==> config.mk <==
export PLATFORM = sky130hd
export DESIGN_NAME = apb_master_arbiter_flat
export DESIGN_NICKNAME = d
export VERILOG_FILES = /design/src/rtl/apb_master_arbiter_if.sv /design/src/rtl/apb_master_arbiter.sv /design/src/flat_wrapper.sv
export SDC_FILE = /design/constraint.sdc
export NUM_CORES = 1
export LEC_CHECK = 0
export ABC_AREA = 1
export BUFFER_PORTS_ARGS = -buffer_cell sky130_fd_sc_hd__buf_2
export CAP_MARGIN = 30
export CORE_AREA = 10 10 149 151
export CTS_CLUSTER_DIAMETER = 120
export DETAILED_ROUTE_END_ITERATION = 8
export DIE_AREA = 0 0 159 161
export PLACE_DENSITY = 0.69
export SKIP_CTS_REPAIR_TIMING = 1
export SYNTH_ARGS = -nofsm -noshare
export SYNTH_HDL_FRONTEND = slang
export SYNTH_SLANG_ARGS = --single-unit
==> constraint.sdc <==
create_clock -name PCLK -period 4.25 [get_ports PCLK]
set_clock_uncertainty 0.1 [all_clocks]
set_input_delay 0.2125 -clock PCLK [delete_from_list [all_inputs] [get_ports PCLK]]
set_output_delay 0.2125 -clock PCLK [all_outputs]
set_load 0.005 [all_outputs]
==> src/rtl/apb_master_arbiter_if.sv <==
`default_nettype none
// ============================================================================
//  Module   : apb_master_arbiter_if
//  Brief    : Requester ports (CPU, DMA) and APB bus signals of the
//             two-port APB master arbiter, grouped with modports.
//  Revision : 1.0  initial release
// ============================================================================
interface apb_master_arbiter_if;
    // Requester 0 (CPU load/store port)
    logic        req0_valid;
    logic [31:0] req0_addr;
    logic        req0_write;
    logic [31:0] req0_wdata;
    logic        req0_done;
    logic        req0_err;
    logic [31:0] req0_rdata;
    // Requester 1 (DMA port)
    logic        req1_valid;
    logic [31:0] req1_addr;
    logic        req1_write;
    logic [31:0] req1_wdata;
    logic        req1_done;
    logic        req1_err;
    logic [31:0] req1_rdata;
    // APB bus
    logic [31:0] PADDR;
    logic        PWRITE;
    logic [31:0] PWDATA;
    logic [3:0]  PSEL;
    logic        PENABLE;
    logic [31:0] PRDATA0, PRDATA1, PRDATA2, PRDATA3;
    logic        PREADY0, PREADY1, PREADY2, PREADY3;

    // Arbiter side
    modport master (
        input  req0_valid, req0_addr, req0_write, req0_wdata,
        output req0_done, req0_err, req0_rdata,
        input  req1_valid, req1_addr, req1_write, req1_wdata,
        output req1_done, req1_err, req1_rdata,
        output PADDR, PWRITE, PWDATA, PSEL, PENABLE,
        input  PRDATA0, PRDATA1, PRDATA2, PRDATA3,
        input  PREADY0, PREADY1, PREADY2, PREADY3
    );

    // Requesters and slaves side
    modport slave (
        output req0_valid, req0_addr, req0_write, req0_wdata,
        input  req0_done, req0_err, req0_rdata,
        output req1_valid, req1_addr, req1_write, req1_wdata,
        input  req1_done, req1_err, req1_rdata,
        input  PADDR, PWRITE, PWDATA, PSEL, PENABLE,
        output PRDATA0, PRDATA1, PRDATA2, PRDATA3,
        output PREADY0, PREADY1, PREADY2, PREADY3
    );
endinterface
`default_nettype wire

==> src/rtl/apb_master_arbiter.sv <==
`default_nettype none
// ============================================================================
//  Module   : apb_master_arbiter
//  Brief    : Two-requester round-robin APB master with address decode to
//             four slave selects, decode-error and PREADY-timeout protection.
//  Revision : 1.0  initial release
// ============================================================================
module apb_master_arbiter #(
    parameter int          TIMEOUT = 16,
    parameter logic [15:0] BASE_HI = 16'h1000
) (
    input  logic                 PCLK,
    input  logic                 PRESET,
    apb_master_arbiter_if.master bus
);

    localparam logic [1:0] S_IDLE   = 2'd0;
    localparam logic [1:0] S_SETUP  = 2'd1;
    localparam logic [1:0] S_ACCESS = 2'd2;
    localparam logic [1:0] S_RESP   = 2'd3;

    // Last wait-counter value before the access is abandoned
    localparam logic [7:0] C_WAIT_LAST = 8'(TIMEOUT - 1);

    logic [1:0]  state_q, state_d;
    logic        last_grant_q;
    logic        gnt_q;
    logic [1:0]  slv_q;
    logic        err_q;
    logic [7:0]  wait_q;
    logic [31:0] paddr_q;
    logic        pwrite_q;
    logic [31:0] pwdata_q;
    logic [31:0] rdata0_q;
    logic [31:0] rdata1_q;

    logic        w_any_req;
    logic        w_gnt;
    logic [31:0] w_addr;
    logic        w_write;
    logic [31:0] w_wdata;
    logic        w_addr_ok;
    logic        w_sel_ready;
    logic [31:0] w_sel_rdata;
    logic        w_tmo;

    // Arbitration, address decode and selected-slave response mux
    always_comb begin
        w_any_req = bus.req0_valid | bus.req1_valid;
        if (bus.req0_valid && bus.req1_valid) begin
            w_gnt = ~last_grant_q;          // tie: the port not served last
        end else begin
            w_gnt = ~bus.req0_valid;        // single requester, or don't-care
        end
        w_addr    = w_gnt ? bus.req1_addr  : bus.req0_addr;
        w_write   = w_gnt ? bus.req1_write : bus.req0_write;
        w_wdata   = w_gnt ? bus.req1_wdata : bus.req0_wdata;
        w_addr_ok = (w_addr[31:16] == BASE_HI) && (w_addr[15:14] == 2'b00);
        case (slv_q)
            2'd0:    begin w_sel_ready = bus.PREADY0; w_sel_rdata = bus.PRDATA0; end
            2'd1:    begin w_sel_ready = bus.PREADY1; w_sel_rdata = bus.PRDATA1; end
            2'd2:    begin w_sel_ready = bus.PREADY2; w_sel_rdata = bus.PRDATA2; end
            default: begin w_sel_ready = bus.PREADY3; w_sel_rdata = bus.PRDATA3; end
        endcase
        w_tmo = (wait_q == C_WAIT_LAST);
    end

    // State register
    always_ff @(posedge PCLK or negedge PRESET) begin
        if (!PRESET) begin
            state_q <= S_IDLE;
        end else begin
            state_q <= state_d;
        end
    end

    // Next-state logic
    always_comb begin
        state_d = state_q;
        case (state_q)
            S_IDLE: begin
                if (w_any_req) begin
                    state_d = w_addr_ok ? S_SETUP : S_RESP;
                end
            end
            S_SETUP:  state_d = S_ACCESS;
            S_ACCESS: begin
                if (w_sel_ready || w_tmo) begin
                    state_d = S_RESP;
                end
            end
            default:  state_d = S_IDLE;
        endcase
    end

    // Transfer datapath: request latch, wait counter, response capture
    always_ff @(posedge PCLK or negedge PRESET) begin
        if (!PRESET) begin
            last_grant_q <= 1'b1;
            gnt_q        <= 1'b0;
            slv_q        <= 2'd0;
            err_q        <= 1'b0;
            wait_q       <= 8'd0;
            paddr_q      <= 32'd0;
            pwrite_q     <= 1'b0;
            pwdata_q     <= 32'd0;
            rdata0_q     <= 32'd0;
            rdata1_q     <= 32'd0;
        end else begin
            case (state_q)
                S_IDLE: begin
                    if (w_any_req) begin
                        paddr_q  <= w_addr;
                        pwrite_q <= w_write;
                        pwdata_q <= w_wdata;
                        gnt_q    <= w_gnt;
                        slv_q    <= w_addr[13:12];
                        err_q    <= ~w_addr_ok;
                        wait_q   <= 8'd0;
                    end
                end
                S_ACCESS: begin
                    if (w_sel_ready) begin
                        err_q <= 1'b0;
                        if (!pwrite_q) begin
                            if (gnt_q) begin
                                rdata1_q <= w_sel_rdata;
                            end else begin
                                rdata0_q <= w_sel_rdata;
                            end
                        end
                    end else if (w_tmo) begin
                        err_q <= 1'b1;
                    end else begin
                        wait_q <= wait_q + 8'd1;
                    end
                end
                S_RESP:  last_grant_q <= gnt_q;
                default: ;
            endcase
        end
    end

    // Bus and requester outputs decoded from state
    always_comb begin
        bus.PADDR      = paddr_q;
        bus.PWRITE     = pwrite_q;
        bus.PWDATA     = pwdata_q;
        bus.PSEL       = ((state_q == S_SETUP) || (state_q == S_ACCESS))
                         ? (4'b0001 << slv_q) : 4'b0000;
        bus.PENABLE    = (state_q == S_ACCESS);
        bus.req0_done  = (state_q == S_RESP) && !gnt_q;
        bus.req1_done  = (state_q == S_RESP) &&  gnt_q;
        bus.req0_err   = bus.req0_done && err_q;
        bus.req1_err   = bus.req1_done && err_q;
        bus.req0_rdata = rdata0_q;
        bus.req1_rdata = rdata1_q;
    end

endmodule
`default_nettype wire

==> src/flat_wrapper.sv <==
// flat-port wrapper written by rule: the top's interface ports become plain ports
module apb_master_arbiter_flat 
#(
    parameter int          TIMEOUT = 16,
    parameter logic [15:0] BASE_HI = 16'h1000
)
  (PCLK, PRESET, bus_req0_valid, bus_req0_addr, bus_req0_write, bus_req0_wdata, bus_req0_done, bus_req0_err, bus_req0_rdata, bus_req1_valid, bus_req1_addr, bus_req1_write, bus_req1_wdata, bus_req1_done, bus_req1_err, bus_req1_rdata, bus_PADDR, bus_PWRITE, bus_PWDATA, bus_PSEL, bus_PENABLE, bus_PRDATA0, bus_PRDATA1, bus_PRDATA2, bus_PRDATA3, bus_PREADY0, bus_PREADY1, bus_PREADY2, bus_PREADY3);
  apb_master_arbiter_if bus_i ();
  input  logic PCLK;
  input  logic PRESET;
  input wire logic [$bits(bus_i.req0_valid)-1:0] bus_req0_valid;
  input wire logic [$bits(bus_i.req0_addr)-1:0] bus_req0_addr;
  input wire logic [$bits(bus_i.req0_write)-1:0] bus_req0_write;
  input wire logic [$bits(bus_i.req0_wdata)-1:0] bus_req0_wdata;
  output wire logic [$bits(bus_i.req0_done)-1:0] bus_req0_done;
  output wire logic [$bits(bus_i.req0_err)-1:0] bus_req0_err;
  output wire logic [$bits(bus_i.req0_rdata)-1:0] bus_req0_rdata;
  input wire logic [$bits(bus_i.req1_valid)-1:0] bus_req1_valid;
  input wire logic [$bits(bus_i.req1_addr)-1:0] bus_req1_addr;
  input wire logic [$bits(bus_i.req1_write)-1:0] bus_req1_write;
  input wire logic [$bits(bus_i.req1_wdata)-1:0] bus_req1_wdata;
  output wire logic [$bits(bus_i.req1_done)-1:0] bus_req1_done;
  output wire logic [$bits(bus_i.req1_err)-1:0] bus_req1_err;
  output wire logic [$bits(bus_i.req1_rdata)-1:0] bus_req1_rdata;
  output wire logic [$bits(bus_i.PADDR)-1:0] bus_PADDR;
  output wire logic [$bits(bus_i.PWRITE)-1:0] bus_PWRITE;
  output wire logic [$bits(bus_i.PWDATA)-1:0] bus_PWDATA;
  output wire logic [$bits(bus_i.PSEL)-1:0] bus_PSEL;
  output wire logic [$bits(bus_i.PENABLE)-1:0] bus_PENABLE;
  input wire logic [$bits(bus_i.PRDATA0)-1:0] bus_PRDATA0;
  input wire logic [$bits(bus_i.PRDATA1)-1:0] bus_PRDATA1;
  input wire logic [$bits(bus_i.PRDATA2)-1:0] bus_PRDATA2;
  input wire logic [$bits(bus_i.PRDATA3)-1:0] bus_PRDATA3;
  input wire logic [$bits(bus_i.PREADY0)-1:0] bus_PREADY0;
  input wire logic [$bits(bus_i.PREADY1)-1:0] bus_PREADY1;
  input wire logic [$bits(bus_i.PREADY2)-1:0] bus_PREADY2;
  input wire logic [$bits(bus_i.PREADY3)-1:0] bus_PREADY3;
  assign bus_i.req0_valid = bus_req0_valid;
  assign bus_i.req0_addr = bus_req0_addr;
  assign bus_i.req0_write = bus_req0_write;
  assign bus_i.req0_wdata = bus_req0_wdata;
  assign bus_req0_done = bus_i.req0_done;
  assign bus_req0_err = bus_i.req0_err;
  assign bus_req0_rdata = bus_i.req0_rdata;
  assign bus_i.req1_valid = bus_req1_valid;
  assign bus_i.req1_addr = bus_req1_addr;
  assign bus_i.req1_write = bus_req1_write;
  assign bus_i.req1_wdata = bus_req1_wdata;
  assign bus_req1_done = bus_i.req1_done;
  assign bus_req1_err = bus_i.req1_err;
  assign bus_req1_rdata = bus_i.req1_rdata;
  assign bus_PADDR = bus_i.PADDR;
  assign bus_PWRITE = bus_i.PWRITE;
  assign bus_PWDATA = bus_i.PWDATA;
  assign bus_PSEL = bus_i.PSEL;
  assign bus_PENABLE = bus_i.PENABLE;
  assign bus_i.PRDATA0 = bus_PRDATA0;
  assign bus_i.PRDATA1 = bus_PRDATA1;
  assign bus_i.PRDATA2 = bus_PRDATA2;
  assign bus_i.PRDATA3 = bus_PRDATA3;
  assign bus_i.PREADY0 = bus_PREADY0;
  assign bus_i.PREADY1 = bus_PREADY1;
  assign bus_i.PREADY2 = bus_PREADY2;
  assign bus_i.PREADY3 = bus_PREADY3;
  apb_master_arbiter #(.TIMEOUT(TIMEOUT), .BASE_HI(BASE_HI)) u_core (.PCLK(PCLK), .PRESET(PRESET), .bus(bus_i));
endmodule
==> results.toml, run 1 <==
[outcome]
status = "finished, violations left"
failed_checks = "hold timing"

[floorplanning]
ios = 404
die_h_um = 161
start_util_pct = 37.2
coreArea_um2 = 19200
dieArea_um2 = 25600
rows = 51
die_w_um = 159

[cells_and_area]
seq_area_um2 = 3550
syn_to_final_growth_pct = 44.9
nNetsFinal = 1643
final_cell_mix = "buf_2 (402), nand2_1 (315), o21ai_0 (141), dfrtp_1 (141), inv_1 (93)"
fill_cells = 1809
drive_above_1_share_pct = 32.9
final_core_util_pct = 54.0
multi_input_area_um2 = 3000
final_common_cell = "buf_2"

[routing]
drt_iter0_drc = 678
antenna_left = 0
route.detailed.drc = 0
totalWireLength_mm = 29.7
vias = 8066
via_per_inst = 4.88
wl_per_cell_um = 18.0
dr.pass1.iters = 6

[synthesis]
syn_inst = 958
syn_area_per_cell_um2 = 7.47
yosysWarnings = 0
ys_ff_latch = 142
yosys.cell_types.count = 29
netlist_area_um2 = 7150
syn_nets = 1229
seq_area_frac_synth_pct = 49.7

[sta]
layout_min_cycle_time_ns = 3.30
whs_ns = -0.0332
rsz0062_at_grt = "no"
tightest_slew_ns = 0.887
setup_viol = 0
fin_crit_sh_pct = 77.7
max_freq_mhz = 303
slew_violations = 0
hold_violations = 30
relSlewSlack_pct = 40.8
tns_ns = 0

[setup_path]
cp-end-kind = "flop"
cp.required_ns = 4.51
rr_endpoint = "u_core.bus.PWDATA[6]"
crit_path_start_kind = "flop"
cp_max_fo = 31
reg2reg_depth = 8
timing.rr.start = "u_core.last_grant_q"
arrival_ns = 3.57
reg2reg_slack_ns = 0.95
worstSetupPathType = "reg -> reg"

[global_routing]
first_global_vias = 7990
antenna_found_initial = 6
grt_overflow = 0
grt_pass1_wl_mm = 45.1
grt_max_degree = 87
grt_usage_pct = 21.9

[worst_hold_path]
min-delay-start = "bus_req0_wdata[17]"
min_delay_worst_endpoint = "u_core.bus.PWDATA[17]"
hold_class = "in -> reg"
hold_path_depth = 3

[placed_design]
dpl.hpwl_mm = 22.7
numPortBuffers = 403
gp_congestion = 0.859

[clock_tree]
worstSkewPairLatency_ns = 0.42
cts_buffers = 17
htreeDepth = 4
cts_sinks = 142
clk_pin_slew_ns = 0.06
cts_root_buffer = "clkbuf_16"
cts_buffer_depth = 2
cts_tree = "built"

[power_and_ir_drop]
peakVddDrop_mv = 0.374
p_leak_nw = 5.42
pwr_density_cell_nw_per_um2 = 690

[flow_run]
maxCapViolCount = 0
registers in the layout (all words and copies together), names as in the netlist:
signal,count
u_core.bus.PWDATA,32
u_core.bus.PADDR,32
u_core.bus.req1_rdata,32
u_core.bus.PWRITE,1
u_core.bus.req0_rdata,32
u_core.err_q,1
u_core.gnt_q,1
u_core.state_q,2
u_core.last_grant_q,1
u_core.wait_q,8
metrics by stage:
step | cells | cell area (um2) | setup slack (ns) | power (W)
floorplan | 958 | 7150 | 2.36 | 0.00403
global placement | 1582 | 9350 | 1.47 | 0.00545
detailed placement | 1584 | 9400 | 1.41 | 0.00554
CTS | 1616 | 10000 | 1.39 | 0.00715
global route | 1652 | 10400 | 0.780 | 0.00772
finish | 1652 | 10400 | 0.947 | 0.00715
critical path: stages, from the launching register on:
cell and delay (ns):
dfstp_2 0.51, inv_1 0.04, nand2_1 0.30, nand2_2 0.26
inv_1 0.72, buf_4 0.42, o21ai_0 0.11, o21ai_0 0.18
dlygate4sd3_1 0.57
report_power, final:
group / switching, W / internal [W]
clock network: 0.000584 / 0.000990
registers: 0.000407 / 0.00201
logic: 0.00194 / 0.00122
total: 0.00293 / 0.00422
final cells by class:
class	count	area share, %
flip-flops and latches	142	34.3
multi-input cells	667	29.0
diodes	2	0.0483
repair buffers	449	24.1
well taps	265	3.20
clock inverters	8	1.24
inverters	95	3.44
clock buffers	24	4.74
how the worst max path moves through the flow:
stage | start | to | cells after the start
after floorplan | u_core.state_q[0] | u_core.bus.req1_rdata[0] | 7
after global placement | u_core.bus.PADDR[13] | u_core.bus.req1_rdata[28] | 10
final | u_core.last_grant_q | u_core.bus.PWDATA[6] | 8
after detailed placement | u_core.bus.PADDR[13] | u_core.bus.req1_rdata[10] | 10
after global routing | u_core.last_grant_q | u_core.bus.PWDATA[6] | 8
after CTS | u_core.bus.PADDR[13] | u_core.bus.req1_rdata[10] | 10
cell families after synthesis:
logic type,share of synthesized area (%)
AO/OA/AOI/OAI,14.1
AND/OR/NAND/NOR,26.7
flip-flops,49.7
buffers and inverters,8.52
XOR/XNOR,0.122
adder cells (fa/ha/maj),0.875
metal layers:
metal	track usage, %	vias to the layer above	part of all wire, %
li1	-	3923	-
met1	25.7	3695	38
met2	35.9	403	49
met3	8.74	39	11
met4	7.67	6	2.2
met5	0	-	0.094
cell usage after synthesis (all sizes together):
cell	number	area (um2)
xor2	1	8.76
a21oi	2	13.8
nor3	9	67.6
dfstp	1	26.3
clkinv	1	3.75
dfrtp	141	3530
o22ai	2	12.5
buf	18	114
o21ai	172	861
nand2	317	1190
o31ai	1	7.51
inv	94	353
or2	2	12.5
a31oi	18	113
nand3	16	80.1
ha	5	62.6
nor2	85	327
clkbuf	36	139
nand4	37	231
No activity file was read; power rests on OpenSTA's default activity.
==> run 2, diff against run 1 <==
PLACE_DENSITY = 0.72   (was 0.69)
clock period = 2.8 ns   (was 4.25 ns; I/O delays follow)
==> results.toml, run 2 (synthesis gave the netlist of run 1 again) <==
[outcome]
status = "finished, violations left"
failed_checks = "hold timing"

[setup_path]
path_delay_family = "buffers and inverters"
critPathMaxStageDelay_ns = 0.56
crit_path_start_kind = "flop"
cp_max_fo = 75
cp_num_buf_inv = 4
cp-end-kind = "flop"
cp.required_ns = 3.05
cp.depth = 8
timing.rr.start = "u_core.state_q[0]"
crit_chain = "inv_1, ha_1, inv_1, a21oi_4, buf_12, o21ai_0, o21ai_0, dlygate4sd3_1"
reg2reg_depth = 8
arrival_ns = 2.76
worstSetupPathType = "reg -> reg"
crit_start = "u_core.state_q[0]"
slowest_stage = "dlygate4sd3_1"

[cells_and_area]
fill_cells = 1680
finalNonFillerCells = 1737
nNetsFinal = 1728
multi_input_area_um2 = 3000
final_cell_mix = "buf_2 (402), nand2_1 (315), o21ai_0 (141), dfrtp_1 (141), dlygate4sd3_1 (117)"
final_common_cell = "buf_2"
seq_area_um2 = 3550
drive_above_1_share_pct = 31.2
syn_to_final_growth_pct = 56.8

[placed_design]
gp_congestion = 0.889
post-place-ws_ns = 0.582
placed_cells = 1586
dpl.hpwl_mm = 22.7
numPortBuffers = 403

[routing]
dr.pass1.iters = 5
route.detailed.drc = 0
totalWireLength_mm = 31.7
vias = 8579
antenna_left = 0
via_per_inst = 4.94
drt_iter0_drc = 890
wl_per_cell_um = 18.3

[worst_hold_path]
min-delay-start = "bus_req1_write"
hold_path_depth = 3
hold_class = "in -> reg"

[clock_tree]
cts_buffer_depth = 2
htreeDepth = 4
cts_tree = "built"
worstSkewPairLatency_ns = 0.41
cts_buffers = 17
cts_sinks = 142
cts_root_buffer = "clkbuf_16"
clk_pin_slew_ns = 0.06

[global_routing]
grt_max_degree = 76
grt_pass1_wl_mm = 44.5
first_global_vias = 7914
grt_usage_pct = 21.7
antenna_found_initial = 2
grt_overflow = 0

[floorplanning]
rows = 51
die_w_um = 159
coreArea_um2 = 19200
dieArea_um2 = 25600
die_h_um = 161
ios = 404
start_util_pct = 37.2

[sta]
whs_ns = -0.0537
layout_min_cycle_time_ns = 2.51
rsz0062_at_grt = "no"
setup_viol = 0
setup_ws_ns = 0.292
tightest_slew_ns = 0.694
hold_violations = 11
slew_violations = 0
tns_ns = 0
fin_crit_sh_pct = 89.6
max_freq_mhz = 399
relSlewSlack_pct = 53.8

[power_and_ir_drop]
peakVddDrop_mv = 0.480
p_leak_nw = 5.77
pwr_density_cell_nw_per_um2 = 1000
p_total_w = 0.0112

[flow_run]
maxCapViolCount = 0
[run 2: changes by cell type in the layout (fill, tap and decap cells not counted)]
| cell | change |
|---|---|
| buf_12 | +4 |
| buf_16 | -2 |
| bufinv_16 | +1 |
| clkbuf_1 | -2 |
| clkbuf_8 | -4 |
| clkinv_2 | +2 |
| clkinv_4 | -1 |
| diode_2 | +1 |
| dlygate4sd3_1 | +83 |
| inv_6 | +3 |
[run 2: power by group]
part	leakage, nW	total (W)	internal [W]	switching, W
logic	3.74	0.00516	0.00209	0.00306
registers	1.73	0.00368	0.00305	0.000634
clock network	0.301	0.00241	0.00150	0.000912
total	5.77	0.0112	0.00664	0.00461
[run 2: routing by layer]
layer	wire length (um)	up-vias	GRT usage (%)
li1	-	4088	-
met1	12000	3925	25.4
met2	15500	502	36.8
met3	3370	62	8.24
met4	854	2	5.52
met5	7	-	0
[run 2: area by class of cell]
type / instances / area share [%]
Sequential cell: 142 / 31.7
Timing Repair Buffer: 534 / 29.9
Multi-Input combinational cell: 667 / 26.8
Clock buffer: 18 / 3.83
Inverter: 95 / 3.18
Tap cell: 265 / 2.96
Clock inverter: 13 / 1.66
Antenna cell: 3 / 0.0669
[run 2: final timing paths]
kind / end / slack [ns]
setup / recovery: u_core.bus.PWDATA[28] / 0.29
setup reg to reg: u_core.bus.PWDATA[28] / 0.29
hold / removal: u_core.bus.PWRITE / -0.05
max in group asynchronous: u_core.last_grant_q / 1.62
hold reg to reg: u_core.bus.PWDATA[17] / 0.39
min in group asynchronous: u_core.bus.req1_rdata[3] / 0.19
[run 2: worst register-to-register path, cell delays in order (launching register included)]
cell           delay, ns
dfrtp_1             0.41
inv_1               0.09
ha_1                0.19
inv_1               0.09
a21oi_4             0.31
buf_12              0.32
o21ai_0             0.21
o21ai_0             0.17
dlygate4sd3_1       0.56
[run 2: stage by stage]
step                area (um2)  utilization, %
floorplan                 7150               -
global placement          9430            49.1
detailed placement        9430            49.1
CTS                      10000            52.3
global route             11200            58.4
finish                   11200            58.4
==> run 3, diff against run 2 <==
clock period = 2.3 ns   (was 2.8 ns; I/O delays follow)
==> results.toml, run 3 (synthesis gave the netlist of run 1 again) <==
[setup_path]
cp-end-kind = "flop"
path_delay_family = "buffers and inverters"
cp_num_buf_inv = 5
crit_path_start_kind = "flop"
cpMostUsedCell = "inv_1"
rr_endpoint = "u_core.bus.PADDR[5]"
endpoint = "u_core.bus.PADDR[5]"
arrival_ns = 2.31
crit_start = "u_core.state_q[0]"
reg2reg_depth = 9
reg2reg_slack_ns = 0.16
timing.rr.start = "u_core.state_q[0]"
cp.depth = 9
slowest_stage = "dfrtp_1"
cp.required_ns = 2.47
worstSetupPathType = "reg -> reg"
critPathMaxStageDelay_ns = 0.41
cp_max_fo = 86
crit_chain = "inv_1, ha_1, inv_1, a21oi_4, buf_12, inv_1, buf_4, nand2_1, o21ai_0"

[cells_and_area]
final_common_cell = "buf_2"
final_cell_mix = "buf_2 (402), nand2_1 (315), o21ai_0 (141), dfrtp_1 (141), dlygate4sd3_1 (137)"
nNetsFinal = 1754
fin_area_um2 = 11500
drive_above_1_share_pct = 31.1
final_core_util_pct = 59.7
syn_to_final_growth_pct = 60.3

[clock_tree]
cts_buffer_depth = 2
cts_buffers = 17
cts_root_buffer = "clkbuf_16"
cts_tree = "built"
clk_pin_slew_ns = 0.06
cts_sinks = 142
htreeDepth = 4
worstSkewPairLatency_ns = 0.41

[power_and_ir_drop]
seqPwrFrac_pct = 33.2
power_switching_w = 0.00562
p_int_w = 0.00791
p_leak_nw = 5.89
peakVddDrop_mv = 0.531
p_total_w = 0.0135
p_sw_share_pct = 41.6
power_frac_clock_pct = 21.7
pwr_density_cell_nw_per_um2 = 1180
p_comb_share_pct = 45.1

[global_routing]
antenna_found_initial = 5
grt_usage_pct = 21.8
first_global_vias = 8066
grt_max_degree = 87
grt_overflow = 0
grt_pass1_wl_mm = 44.8

[placed_design]
placed_area_um2 = 9470
gp_congestion = 0.893
dpl.hpwl_mm = 22.8
numPortBuffers = 403

[sta]
whs_ns = -0.0338
setup_viol = 0
fin_crit_sh_pct = 93.1
tns_ns = 0
relSlewSlack_pct = 60.4
max_freq_mhz = 467
hold_violations = 35
rsz0062_at_grt = "no"
slew_violations = 0
layout_min_cycle_time_ns = 2.14
tightest_slew_ns = 0.594

[floorplanning]
dieArea_um2 = 25600
die_w_um = 159
die_h_um = 161
start_util_pct = 37.2
rows = 51
coreArea_um2 = 19200
ios = 404

[routing]
drt_iter0_drc = 821
wl_per_cell_um = 18.6
antenna_left = 0
totalWireLength_mm = 32.7
vias = 8844
route.detailed.drc = 0
dr.pass1.iters = 6
via_per_inst = 5.01

[worst_hold_path]
hold_class = "in -> reg"

[outcome]
status = "finished, violations left"
failed_checks = "hold timing"

[flow_run]
maxCapViolCount = 0
==> run 3: changes by cell type in the layout (fill, tap and decap cells not counted) <==
cell           previous run  this run
clkbuf_1                  1         2
buf_4                    10        16
clkinv_4                  1         0
clkinvlp_4                1         2
dlygate4sd3_1           117       137
==> run 3: area by class of cell <==
cell class                      count  area, um2
Antenna cell                        3       7.51
Clock buffer                       19        433
Clock inverter                     13        185
Fill cell                        1649       7740
Inverter                           95        357
Multi-Input combinational cell    667       3000
Sequential cell                   142       3550
Tap cell                          265        332
Timing Repair Buffer              560       3590
==> run 3: worst reg2reg max path, delay by kind of cell (launching register included) <==
family,cells,cell delay [ns]
AND/OR/NAND/NOR,1,0.12
flip-flops,1,0.41
adder cells (fa/ha/maj),1,0.20
buffers and inverters,5,0.89
AO/OA/AOI/OAI,2,0.29
==> run 3: routing by layer <==
layer | vias to the layer above | GRT usage [%] | part of all wire (%)
met2 | 521 | 36.9 | 49
li1 | 4133 | - | -
met3 | 73 | 8.57 | 10
met4 | 4 | 8.05 | 3.1
met5 | - | 0 | 0.082
met1 | 4113 | 24.5 | 37
==> run 3: how the worst min path moves through the flow <==
stage	start	to	slack (ns)	cells past startpoint
3_3_place_gp	PRESET	u_core.bus.req0_rdata[6]	0.03	1
6_report	bus_PRDATA2[22]	u_core.bus.req0_rdata[22]	-0.03	5
2_1_floorplan	PRESET	u_core.bus.PADDR[0]	-0.28	0
4_1_cts	PRESET	u_core.bus.req0_rdata[6]	-0.41	1
5_1_grt	bus_PRDATA0[14]	u_core.bus.req1_rdata[14]	0.00006	5
3_5_place_dp	PRESET	u_core.bus.req0_rdata[6]	0.04	1
==> run 3: metrics by stage <==
step	cells	setup WS (ns)	hold WS (ns)
2_1_floorplan	958	0.414	-0.281
4_1_cts	1624	0.237	-0.412
5_1_grt	1764	0.00887	0.0000598
6_report	1764	0.158	-0.0338
3_3_place_gp	1592	0.278	0.0300
3_5_place_dp	1592	0.232	0.0363
==> run 3: power by group through the flow <==
stage          Clock, W  Combinational (W)  Sequential [W]
6_report        0.00293            0.00610         0.00450
5_1_grt         0.00312            0.00684         0.00462
4_1_cts         0.00300            0.00587         0.00446
3_5_place_dp          0            0.00585         0.00447
3_3_place_gp          0            0.00576         0.00445
2_1_floorplan         0            0.00297         0.00447
